===== src/rtl/imem_boot_loader_if.sv =====
// Byte-stream channel feeding the boot loader.
//   s_valid : producer has a byte on s_data
//   s_data  : byte payload
//   s_ready : loader can accept a byte this cycle
// master = byte producer, slave = boot loader.
interface imem_boot_loader_if;
   logic       s_valid;
   logic [7:0] s_data;
   logic       s_ready;

   modport master (output s_valid, output s_data, input s_ready);
   modport slave  (input s_valid, input s_data, output s_ready);
endinterface


===== src/rtl/imem_boot_loader.sv =====
// Boot loader: receives a length-prefixed little-endian byte image, writes it
// as 32-bit words into instruction memory from address 0, and holds the core
// in reset (core_rst = 0) until the image is fully written.
// Optional feature macro: BOOT_CHECKSUM_EN (adds a trailing XOR checksum byte).
// Ports:
//   clk, rst     : clock, asynchronous active-low reset
//   s            : byte-stream slave (s_valid, s_data, s_ready)
//   start        : one-cycle pulse starting a load (honoured in IDLE/RUN/ERR)
//   imem_we/imem_addr/imem_wdata : instruction-memory write port
//   core_rst     : active-low core reset, high only in RUN
//   done, err    : load completed / load aborted
//   word_count   : words written in the current load
module imem_boot_loader #(
   parameter int unsigned ADDR_WIDTH = 8
) (
   input  logic                  clk,
   input  logic                  rst,
   imem_boot_loader_if.slave     s,
   input  logic                  start,
   output logic                  imem_we,
   output logic [ADDR_WIDTH-1:0] imem_addr,
   output logic [31:0]           imem_wdata,
   output logic                  core_rst,
   output logic                  done,
   output logic                  err,
   output logic [ADDR_WIDTH:0]   word_count
);

   localparam int unsigned AW = ADDR_WIDTH;
   localparam int unsigned CW = ADDR_WIDTH + 1;

   typedef enum logic [2:0] {
      IDLE, LEN_LO, LEN_HI, DATA, WRITE, RUN, ERR
`ifdef BOOT_CHECKSUM_EN
      , CSUM
`endif
   } state_t;

   // State entered once the last word (or an empty image) is done.
`ifdef BOOT_CHECKSUM_EN
   localparam state_t END_ST = CSUM;
`else
   localparam state_t END_ST = RUN;
`endif

   state_t          state_q, state_d;
   logic [15:0]     len_q, len_d;
   logic [1:0]      byte_idx_q, byte_idx_d;
   logic [AW-1:0]   addr_d;
   logic [31:0]     word_d;
   logic [CW-1:0]   wc_d;
   logic [15:0]     len_full;
   logic            xfer;
`ifdef BOOT_CHECKSUM_EN
   logic [7:0]      csum_q, csum_d;
`endif

   // s_ready is a register, so the handshake never depends combinationally on s_valid.
   assign xfer     = s.s_valid && s.s_ready;
   assign len_full = {s.s_data, len_q[7:0]};

   // Next-state and datapath update.
   always_comb begin
      state_d    = state_q;
      len_d      = len_q;
      byte_idx_d = byte_idx_q;
      addr_d     = imem_addr;
      word_d     = imem_wdata;
      wc_d       = word_count;
`ifdef BOOT_CHECKSUM_EN
      csum_d     = csum_q;
`endif
      unique case (state_q)
         IDLE, RUN, ERR: begin
            if (start) begin
               state_d = LEN_LO;
               wc_d    = '0;
`ifdef BOOT_CHECKSUM_EN
               csum_d  = '0;
`endif
            end
         end
         LEN_LO: begin
            if (xfer) begin
               len_d[7:0] = s.s_data;
               state_d    = LEN_HI;
            end
         end
         LEN_HI: begin
            if (xfer) begin
               len_d = len_full;
               if (len_full == 16'd0) begin
                  state_d = END_ST;
               end else if (32'(len_full) > (32'd1 << AW)) begin
                  state_d = ERR;
               end else begin
                  state_d    = DATA;
                  byte_idx_d = '0;
                  addr_d     = '0;
               end
            end
         end
         DATA: begin
            if (xfer) begin
               word_d[{byte_idx_q, 3'b000} +: 8] = s.s_data;
               byte_idx_d = byte_idx_q + 2'd1;
`ifdef BOOT_CHECKSUM_EN
               csum_d = csum_q ^ s.s_data;
`endif
               if (byte_idx_q == 2'd3) state_d = WRITE;
            end
         end
         WRITE: begin
            // Address may wrap after the top word; no write follows the wrap.
            addr_d = AW'(imem_addr + 1'b1);
            wc_d   = CW'(word_count + 1'b1);
            if ((32'(word_count) + 32'd1) == 32'(len_q)) state_d = END_ST;
            else                                         state_d = DATA;
         end
`ifdef BOOT_CHECKSUM_EN
         CSUM: begin
            if (xfer) state_d = (s.s_data == csum_q) ? RUN : ERR;
         end
`endif
         default: state_d = IDLE;
      endcase
   end

   // State, datapath and registered outputs decoded from the next state.
   always_ff @(posedge clk or negedge rst) begin
      if (!rst) begin
         state_q    <= IDLE;
         len_q      <= '0;
         byte_idx_q <= '0;
         imem_addr  <= '0;
         imem_wdata <= '0;
         word_count <= '0;
         s.s_ready  <= 1'b0;
         imem_we    <= 1'b0;
         core_rst   <= 1'b0;
         done       <= 1'b0;
         err        <= 1'b0;
`ifdef BOOT_CHECKSUM_EN
         csum_q     <= '0;
`endif
      end else begin
         state_q    <= state_d;
         len_q      <= len_d;
         byte_idx_q <= byte_idx_d;
         imem_addr  <= addr_d;
         imem_wdata <= word_d;
         word_count <= wc_d;
         s.s_ready  <= (state_d == LEN_LO) || (state_d == LEN_HI) || (state_d == DATA)
`ifdef BOOT_CHECKSUM_EN
                       || (state_d == CSUM)
`endif
                       ;
         imem_we    <= (state_d == WRITE);
         core_rst   <= (state_d == RUN);
         done       <= (state_d == RUN);
         err        <= (state_d == ERR);
`ifdef BOOT_CHECKSUM_EN
         csum_q     <= csum_d;
`endif
      end
   end

endmodule


===== src/flat_wrapper.sv =====
// flat-port wrapper written by rule: the top's interface ports become plain ports
module imem_boot_loader_flat 
#(
   parameter int unsigned ADDR_WIDTH = 8
)
  (clk, rst, start, imem_we, imem_addr, imem_wdata, core_rst, done, err, word_count, s_s_valid, s_s_data, s_s_ready);
  imem_boot_loader_if s_i ();
  input  logic clk;
  input  logic rst;
  input  logic start;
  output logic imem_we;
  output logic [ADDR_WIDTH-1:0] imem_addr;
  output logic [31:0] imem_wdata;
  output logic core_rst;
  output logic done;
  output logic err;
  output logic [ADDR_WIDTH:0] word_count;
  input wire logic [$bits(s_i.s_valid)-1:0] s_s_valid;
  input wire logic [$bits(s_i.s_data)-1:0] s_s_data;
  output wire logic [$bits(s_i.s_ready)-1:0] s_s_ready;
  assign s_i.s_valid = s_s_valid;
  assign s_i.s_data = s_s_data;
  assign s_s_ready = s_i.s_ready;
  imem_boot_loader #(.ADDR_WIDTH(ADDR_WIDTH)) u_core (.clk(clk), .rst(rst), .s(s_i), .start(start), .imem_we(imem_we), .imem_addr(imem_addr), .imem_wdata(imem_wdata), .core_rst(core_rst), .done(done), .err(err), .word_count(word_count));
endmodule

===== config.mk =====
export PLATFORM = sky130hd
export DESIGN_NAME = imem_boot_loader_flat
export DESIGN_NICKNAME = d
export VERILOG_FILES = /design/src/rtl/imem_boot_loader_if.sv /design/src/rtl/imem_boot_loader.sv /design/src/flat_wrapper.sv
export SDC_FILE = /design/constraint.sdc
export NUM_CORES = 1
export LEC_CHECK = 0
export ABC_AREA = 1
export CORE_ASPECT_RATIO = 1.2
export CORE_MARGIN = 2
export CORE_UTILIZATION = 48
export DETAILED_ROUTE_END_ITERATION = 7
export PLACE_DENSITY = 0.76
export SYNTH_ARGS = -nofsm -noshare
export SYNTH_HDL_FRONTEND = slang
export SYNTH_SLANG_ARGS = --single-unit
export TNS_END_PERCENT = 1

===== constraint.sdc =====
create_clock -name clk -period 1.9 [get_ports clk]
set_clock_uncertainty 0.1 [all_clocks]
set_input_delay 0.19 -clock clk [delete_from_list [all_inputs] [get_ports clk]]
set_output_delay 0.19 -clock clk [all_outputs]
set_load 0.005 [all_outputs]

# Yosys cells after proc, flatten, opt, wreduce, memory -nomap -nowiden
# Cells that the tools add are included.
# totals
regBits	74
input_bits	12
out_inout_bits	54
word_cells	77
# op_classes
addsub	5
magnitude_cmp	1
eq_ne	19
shift	2
n_mux	23
bitwise	1
n_reduce_logical	15
# ops
cell	n
$bwmux 32	1
$eq 32x16->1	1
$mux 8	4
$pmux 8 s2	2
$shift 8x7->32 const A	1
$shiftx 8x7->32	1
$mux 3	8
$eq 3x3->1 const B	6
$pmux 9 s2	1
$gt 16x9->1 const B	1
$logic_not 16->1	1
$pmux 3 s5	1
$eq 3x2->1 const B	4
$add 9x1->10 const B	1
$add 9x1->9 const B	1
$mux 9	1
$add 8x1->8 const B	1
$mux 2	4
$neg 5->7	1
$eq 3x1->1 const B	2
$ne 2x2->1 const B	3
$reduce_and 2->1	3
$reduce_bool 2->1	3
$reduce_and 5->1	1
11 further kinds	13

# Longest topological paths before layout
# Gate-level depths: netlist of run 1.
# logic_depth
ltp_word	8
ltp_mapped	15
depth_no_buf	15

# Worst setup path before layout of run 1
# OpenSTA, ideal clock, no wires.
# synth_timing
path_kind	register to register
start	reg u_core.byte_idx_q[0]
end	reg u_core.imem_wdata[16]
setup_ns	0.066
arrival_ns	1.835
t_required_ns	1.734
path_slack_ns	-0.101
stages_incl_launch_ff	8
path_buffers	1
synth_period_minus_slack_ns	2.001
cell_sequence	dfrtp_1 > clkbuf_1 > inv_1 > ha_1 > inv_1 > nor3_1 > nand3_1 > nand2_1
# synth_between
elab_chain_len	3
word_cells_on_any_way	4
cone_classes	add/sub (1); shift (2); mux (1)
# synth_rtl
element	line	text
start: declaration	imem_boot_loader.sv:48	logic [1:0] byte_idx_q, byte_idx_d;
start signal: assignment	imem_boot_loader.sv:149	byte_idx_q <= byte_idx_d;
$neg 5->7 *	imem_boot_loader.sv:105	word_d[{byte_idx_q, 3'b000} +: 8] = s.s_data;
$shiftx 8x7->32 or $shift 8x7->32 (tied branches)	imem_boot_loader.sv:105	
$bwmux 32 *	imem_boot_loader.sv:105	
end signal: assignment	imem_boot_loader.sv:151	imem_wdata <= word_d;
end: declaration	imem_boot_loader.sv:22	output logic [31:0] imem_wdata,
# Every way passes the cells marked *; elsewhere a longest branch is shown, timed or not.
# A chain may end at the register's enable or synchronous reset.

# Worst setup path in the final report of run 1
# layout_timing
start	reg u_core.word_count[0]
end	reg u_core.s.s_ready
# layout_between
elab_chain_len	7
word_cells_on_any_way	9
cone_classes	add/sub (1); eq/ne (4); mux (2); reduce/logical (2)
# layout_rtl
element	line	text
start: declaration	imem_boot_loader.sv:26	output logic [ADDR_WIDTH:0] word_count
start signal: assignment	imem_boot_loader.sv:152	word_count <= wc_d;
$add 9x1->10 *	imem_boot_loader.sv:117	if ((32'(word_count) + 32'd1) == 32'(len_q)) state_d = END_ST;
$eq 32x16->1 *	imem_boot_loader.sv:117	
$mux 3 *	imem_boot_loader.sv:117	
$pmux 3 s5 *	imem_boot_loader.sv:73	unique case (state_q)
$eq 3x1->1 or $eq 3x2->1 (tied branches)	imem_boot_loader.sv:153	s.s_ready <= (state_d == LEN_LO) || (state_d == LEN_HI) || (state_d == DATA)
$logic_or 1x1->1	imem_boot_loader.sv:153	
$logic_or 1x1->1 *	imem_boot_loader.sv:153	
end signal: assignment	imem_boot_loader.sv:153	
end: declaration	imem_boot_loader_if.sv:12	modport slave (input s_valid, input s_data, output s_ready);
# Marks and branches as above.

==> results of run 1 <==
## worst max-delay path, stage by stage, from the launching register on
cell	delay [ps]
dfrtp_1	420
ha_4	290
inv_1	40
nand2_1	40
nand2_1	40
nor2_1	80
nand2_1	70
nor2_2	130
nand3_1	100
nor2_1	90
nand3_1	80
nand2_2	110
nand3_1	70
nand2_1	70
inv_1	40
## stage by stage
step	hold WS [ps]	util	total power, W	TNS, ps	cell area [um^2]
2_1_floorplan	-206	-	0.00383	0	3820
3_3_place_gp	147	0.627	0.00504	0	4830
3_5_place_dp	153	0.627	0.00510	-90.4	4830
4_1_cts	322	0.661	0.00667	0	5100
5_1_grt	347	0.664	0.00717	-483	5120
6_report	275	0.664	0.00667	0	5120
## sequential cells by signal, indices dropped and copies added (netlist names)
register	flops
u_core.state_q	3
u_core.s.s_ready	1
u_core.imem_we	1
u_core.err	1
u_core.byte_idx_q	2
u_core.core_rst	1
u_core.len_q	16
u_core.imem_addr	8
u_core.word_count	9
u_core.imem_wdata	32
## cell families (layout without fill, tap and decap cells)
logic type      count (synthesis)  after routing  share of synthesized area
fa+ha+maj                       8              8                     0.0262
xor+xnor                        6              6                     0.0138
compound gates                 77             77                      0.107
simple gates                  256            256                      0.292
buf+inv                        73            182                     0.0757
flops                          74             74                      0.485
## metal layers
layer,global-route usage,wire (um),up-vias,share of wire
met5,0,0,-,0
li1,-,-,1813,-
met3,0.0456,481,22,0.051
met2,0.389,4590,114,0.48
met1,0.290,4260,1668,0.45
met4,0.0818,166,0,0.017
## where the power goes
part	total [W]	leakage, nW	switching [W]	internal, W
Combinational	0.00270	1.46	0.00147	0.00123
Sequential	0.00244	0.992	0.000365	0.00208
Clock	0.00152	0.123	0.000579	0.000945
Total	0.00667	2.57	0.00242	0.00425
## cell type report
type,instances,area [um^2],area share
Multi-Input combinational cell,347,1700,0.333
Clock inverter,4,97.6,0.0191
Clock buffer,12,155,0.0303
Tap cell,92,115,0.0225
Inverter,63,236,0.0462
Sequential cell,74,1850,0.362
Timing Repair Buffer,103,958,0.187
## placed cells by master, fill, tap and decap left out, types with 4 or more instances in the layout
cell / netlist / final
inv_2: 4 / 4
nand3_1: 68 / 68
o21ai_0: 64 / 63
nand4_1: 10 / 10
nand2_1: 137 / 136
ha_1: 8 / 7
o22ai_1: 4 / 4
nor2_2: 2 / 4
clkdlybuf4s50_1: 0 / 64
buf_4: 2 / 35
nor2_1: 30 / 28
clkbuf_8: 0 / 11
inv_1: 59 / 59
dfrtp_1: 74 / 73
## worst paths after layout
check / start / end
max reg2reg: u_core.word_count[0] / u_core.s.s_ready
min reg2reg: u_core.len_q[12] / u_core.len_q[12]
max in group asynchronous: rst / u_core.imem_wdata[14]
min in group clk: u_core.len_q[12] / u_core.len_q[12]
min: rst / u_core.word_count[2]
max: u_core.word_count[0] / u_core.s.s_ready
## what timing repair did
| action | CTS | global route |
|---|---|---|
| hold buffers | 1 | 0 |
| hold endpoints to repair | 74 | 0 |
| gates cloned | 0 | 0 |
| pin swaps | 0 | 2 |
| endpoints found under the setup margin | 2 | 18 |
| resized for setup | 1 | 7 |
==> results.sh, run 1 <==
export IMPL_drv_cap=0
export IMPL_h_tree_depth=3
export IMPL_fillers=650
export IMPL_crit_type="reg -> reg"
export IMPL_yosys_warnings=0
export IMPL_cts_path_max_buffers=2
export IMPL_final_hold_violation_count=0
export IMPL_rows=35
export IMPL_first_global_vias=3613
export IMPL_yosysTopAreaCell="dfrtp_1"
export IMPL_rsz0062_at_grt="true"
export IMPL_wl_per_cell_um=13.7
export IMPL_ir_drop_mv=0.901
export IMPL_synth_ff_type="dfrtp_1"
export IMPL_hpwl_um=6930
export IMPL_cp_start_kind="flop"
export IMPL_stdcell_count=695
export IMPL_status="finished, final reports clean"
export IMPL_viasPerCell=5.20
export IMPL_reg2reg_slack_ps=40
export IMPL_p_per_area_nw_per_um2=1300
export IMPL_synth_cells=494
export IMPL_synth_most_common_cell="nand2_1"
export IMPL_slew_headroom=0.680
export IMPL_synth_area_per_cell_um2=7.73
export IMPL_portBuffers=65
export IMPL_cp_arrival_ps=2000
export IMPL_period_needed_ps=1860
export IMPL_antenna_found_initial=0
export IMPL_ys_types=28
export IMPL_post_route_period_util=0.977
export IMPL_rr_worst_depth=14
export IMPL_synthTopCellsByArea="dfrtp_1 49%, nand2_1 13%, nand3_1 8.9%"
export IMPL_drtAntennaViolNets=0
export IMPL_max_freq_mhz=538
export IMPL_io_pins=66
export IMPL_route_detailed_drc=0
export IMPL_clk_pin_slew_ps=80
export IMPL_root_buffer="clkbuf_8"
export IMPL_dieArea_um2=8680
export IMPL_place_worst_setup_slack_ps=-50.7
export IMPL_grt_usage=0.229
export IMPL_cts_tree="built"
export IMPL_end_kind="flop"
export IMPL_grt_pass1_wl_um=16000
export IMPL_finalSetupViolCount=0
export IMPL_grt_max_degree=75
export IMPL_wl_um=9500
export IMPL_post_cts_buffers=0
export IMPL_slew_viol_final=0
export IMPL_final_layout_size_suffix_gt1_frac=0.123
export IMPL_ys_seq_elements=74
export IMPL_num_vias=3617
export IMPL_tightest_slew_ps=479
export IMPL_core_um2=7710
export IMPL_drt_iter0_markers=181
export IMPL_synth_commonest_cells="137 x nand2_1, 74 x dfrtp_1, 68 x nand3_1"
export IMPL_syn2layout_area_growth_pct=34.2
export IMPL_clock_sinks=74
export IMPL_placed_cells=678
export IMPL_dieHeight_um=102
export IMPL_globalplace_congestion=0.934
export IMPL_synthArstFlopShare=1.00
export IMPL_synthDominantCellAreaShare=0.485
export IMPL_nets=618
export IMPL_worstHoldPathType="in -> async"
export IMPL_synth_edf_count=0
export IMPL_synthesis_area_um2=3820
export IMPL_power_leakage_nw=2.57
export IMPL_setup_ws_ps=42.8
export IMPL_clk_latency_ps=350
export IMPL_firstDrtPassIters=5
export IMPL_cp_required_ps=2040
export IMPL_synth_nets=514
export IMPL_overflow=0
export IMPL_ys_seq_area_frac=0.485
export IMPL_start_util=0.495
export IMPL_n_antenna_cell=0
export IMPL_die_x_um=85.4
export IMPL_numCtsBuffers=9
export IMPL_crit_path_max_fanout=3
Note: power is estimated with default switching activity, not from simulation.
==> inputs of run 2 (changes only) <==
--- a/config.mk
+++ b/config.mk
@@ -11,6 +11,7 @@
 export CORE_UTILIZATION = 48
 export DETAILED_ROUTE_END_ITERATION = 7
 export PLACE_DENSITY = 0.76
+export SLEW_MARGIN = 0
 export SYNTH_ARGS = -nofsm -noshare
 export SYNTH_HDL_FRONTEND = slang
 export SYNTH_SLANG_ARGS = --single-unit
==> results of run 2 <==
Final layout, timing and power as in run 1 (identical DEF).
==> inputs of run 3 (changes only) <==
--- a/config.mk
+++ b/config.mk
@@ -6,7 +6,6 @@
 export NUM_CORES = 1
 export LEC_CHECK = 0
 export ABC_AREA = 1
-export CORE_ASPECT_RATIO = 1.2
 export CORE_MARGIN = 2
 export CORE_UTILIZATION = 48
 export DETAILED_ROUTE_END_ITERATION = 7
==> run 3 against run 2 <==
Compared with the run above: global-route usage grew 0.73 points; hold slack improved by 14 ps; die area about the same; total power fell by 0.34%; critical path depth unchanged; first-iteration DRC count up 24%; clock power about the same; utilization fell by 0.25 points; critical path type unchanged; largest power group unchanged.
==> results.sh, run 3 (synthesized netlist as in run 1, its figures left out) <==
export IMPL_clock_sinks=74
export IMPL_root_buffer="clkbuf_8"
export IMPL_wl_per_cell_um=13.5
export IMPL_p_total_w=0.00665
export IMPL_final_cell_mix="136 x nand2_1, 73 x dfrtp_1, 68 x nand3_1"
export IMPL_max_freq_mhz=545
export IMPL_final_common_cell="nand2_1"
export IMPL_final_layout_size_suffix_gt1_frac=0.124
export IMPL_tightest_slew_ps=523
export IMPL_crit_path_max_fanout=3
export IMPL_rsz0062_at_grt="true"
export IMPL_drt_iter0_markers=224
export IMPL_nets=618
export IMPL_rows=32
export IMPL_largest_reg_flops=32
export IMPL_wl_um=9530
export IMPL_route_detailed_drc=0
export IMPL_slew_viol_final=0
export IMPL_die_x_um=93.2
export IMPL_cts_path_max_buffers=2
export IMPL_cp_required_ps=2040
export IMPL_finalSetupViolCount=0
export IMPL_fin_tns_setup_ps=0
export IMPL_post_route_period_util=0.966
export IMPL_power_leakage_nw=2.57
export IMPL_ir_drop_mv=0.889
export IMPL_grt_usage=0.236
export IMPL_n_antenna_cell=0
export IMPL_slew_headroom=0.650
export IMPL_crit_type="reg -> reg"
export IMPL_syn2layout_area_growth_pct=34.0
export IMPL_period_needed_ps=1840
export IMPL_io_pins=66
export IMPL_post_dp_cell_area_um2=4830
export IMPL_setup_ws_ps=64.3
export IMPL_cts_tree="built"
export IMPL_grt_pass1_wl_um=16600
export IMPL_viasPerCell=5.19
export IMPL_num_vias=3656
export IMPL_start_util=0.494
export IMPL_clk_pin_slew_ps=80
export IMPL_first_global_vias=3615
export IMPL_dieArea_um2=8680
export IMPL_firstDrtPassIters=4
export IMPL_dieHeight_um=93.2
export IMPL_drtAntennaViolNets=0
export IMPL_final_hold_violation_count=0
export IMPL_largestRegisters="u_core.imem_wdata (32), u_core.len_q (16), u_core.word_count (9)"
export IMPL_core_um2=7730
export IMPL_post_cts_buffers=0
export IMPL_portBuffers=65
export IMPL_h_tree_depth=3
export IMPL_end_kind="flop"
export IMPL_grt_max_degree=75
export IMPL_cp_start_kind="flop"
export IMPL_antenna_found_initial=0
export IMPL_overflow=0
export IMPL_numCtsBuffers=9
export IMPL_globalplace_congestion=0.934
export IMPL_cp_arrival_ps=1980
export IMPL_drv_cap=0
export IMPL_hpwl_um=7080
export IMPL_status="finished, final reports clean"
export IMPL_reg2reg_slack_ps=60
export IMPL_worstHoldPathType="in -> async"
export IMPL_clk_latency_ps=340
export IMPL_p_per_area_nw_per_um2=1300
export IMPL_fin_area_um2=5110
export IMPL_top_register="u_core.imem_wdata"
export IMPL_holdWs_ps=289
export IMPL_place_worst_setup_slack_ps=-53.9
[run 3: cell count changes in the layout (fill, tap and decap cells not counted), sizes merged]
cell	before	now
clkinvlp	1	0
clkbuf	12	9
inv	63	65
clkinv	0	2
[run 3: where the power goes]
group	internal [W]	total, W	switching [W]
Sequential	0.00208	0.00245	0.000371
Clock	0.000886	0.00151	0.000625
Combinational	0.00123	0.00269	0.00146
Total	0.00419	0.00665	0.00245
[run 3: area by class of cell]
type                       count  area, um^2
multi-input combinational    347        1700
tap                          102         128
sequential                    74        1850
inverter                      63         236
clock buffer                   9         124
timing repair buffer         103         946
fill                         632        2610
clock inverter                 7         125
[run 3: critical path, stage by stage, from the launching register on]
cell	delay [ps]
dfrtp_1	420
ha_4	290
inv_2	30
nand2_1	40
nand2_1	40
nor2_1	90
nand2_1	80
nor2_2	100
nand3_1	90
nor2_1	100
nand3_1	90
nand2_2	90
nand2_1	70
nand2_1	70
nor2_1	30
[run 3: metal layers]
metal	global-route usage	share of wire	vias up	wire length, um
met5	0	0	-	0
met1	0.325	0.46	1687	4420
met2	0.383	0.46	137	4400
li1	-	-	1816	-
met3	0.0346	0.057	16	541
met4	0.0797	0.017	0	166
[run 3: final timing paths]
kind	start	endpoint	cells after the start
worst max-delay path	u_core.word_count[0]	u_core.err	14
worst min-delay path	rst	u_core.word_count[3]	3
worst max register to register	u_core.word_count[0]	u_core.err	14
worst min register to register	u_core.len_q[14]	u_core.len_q[14]	2
max in group asynchronous	rst	u_core.len_q[15]	3
min in group clk	u_core.len_q[14]	u_core.len_q[14]	2
[run 3: metrics by stage]
step	utilization	cells
2_1_floorplan	-	494
3_3_place_gp	0.625	688
3_5_place_dp	0.625	688
4_1_cts	0.659	705
5_1_grt	0.662	705
6_report	0.662	705
[run 3: timing repair]
| item | CTS | global route |
|---|---|---|
| pin swaps | 0 | 1 |
| hold buffers | 1 | 0 |
| hold endpoints to repair | 74 | 0 |
| gates cloned | 0 | 0 |
| gates resized for setup | 2 | 5 |
| setup endpoints to repair | 3 | 12 |
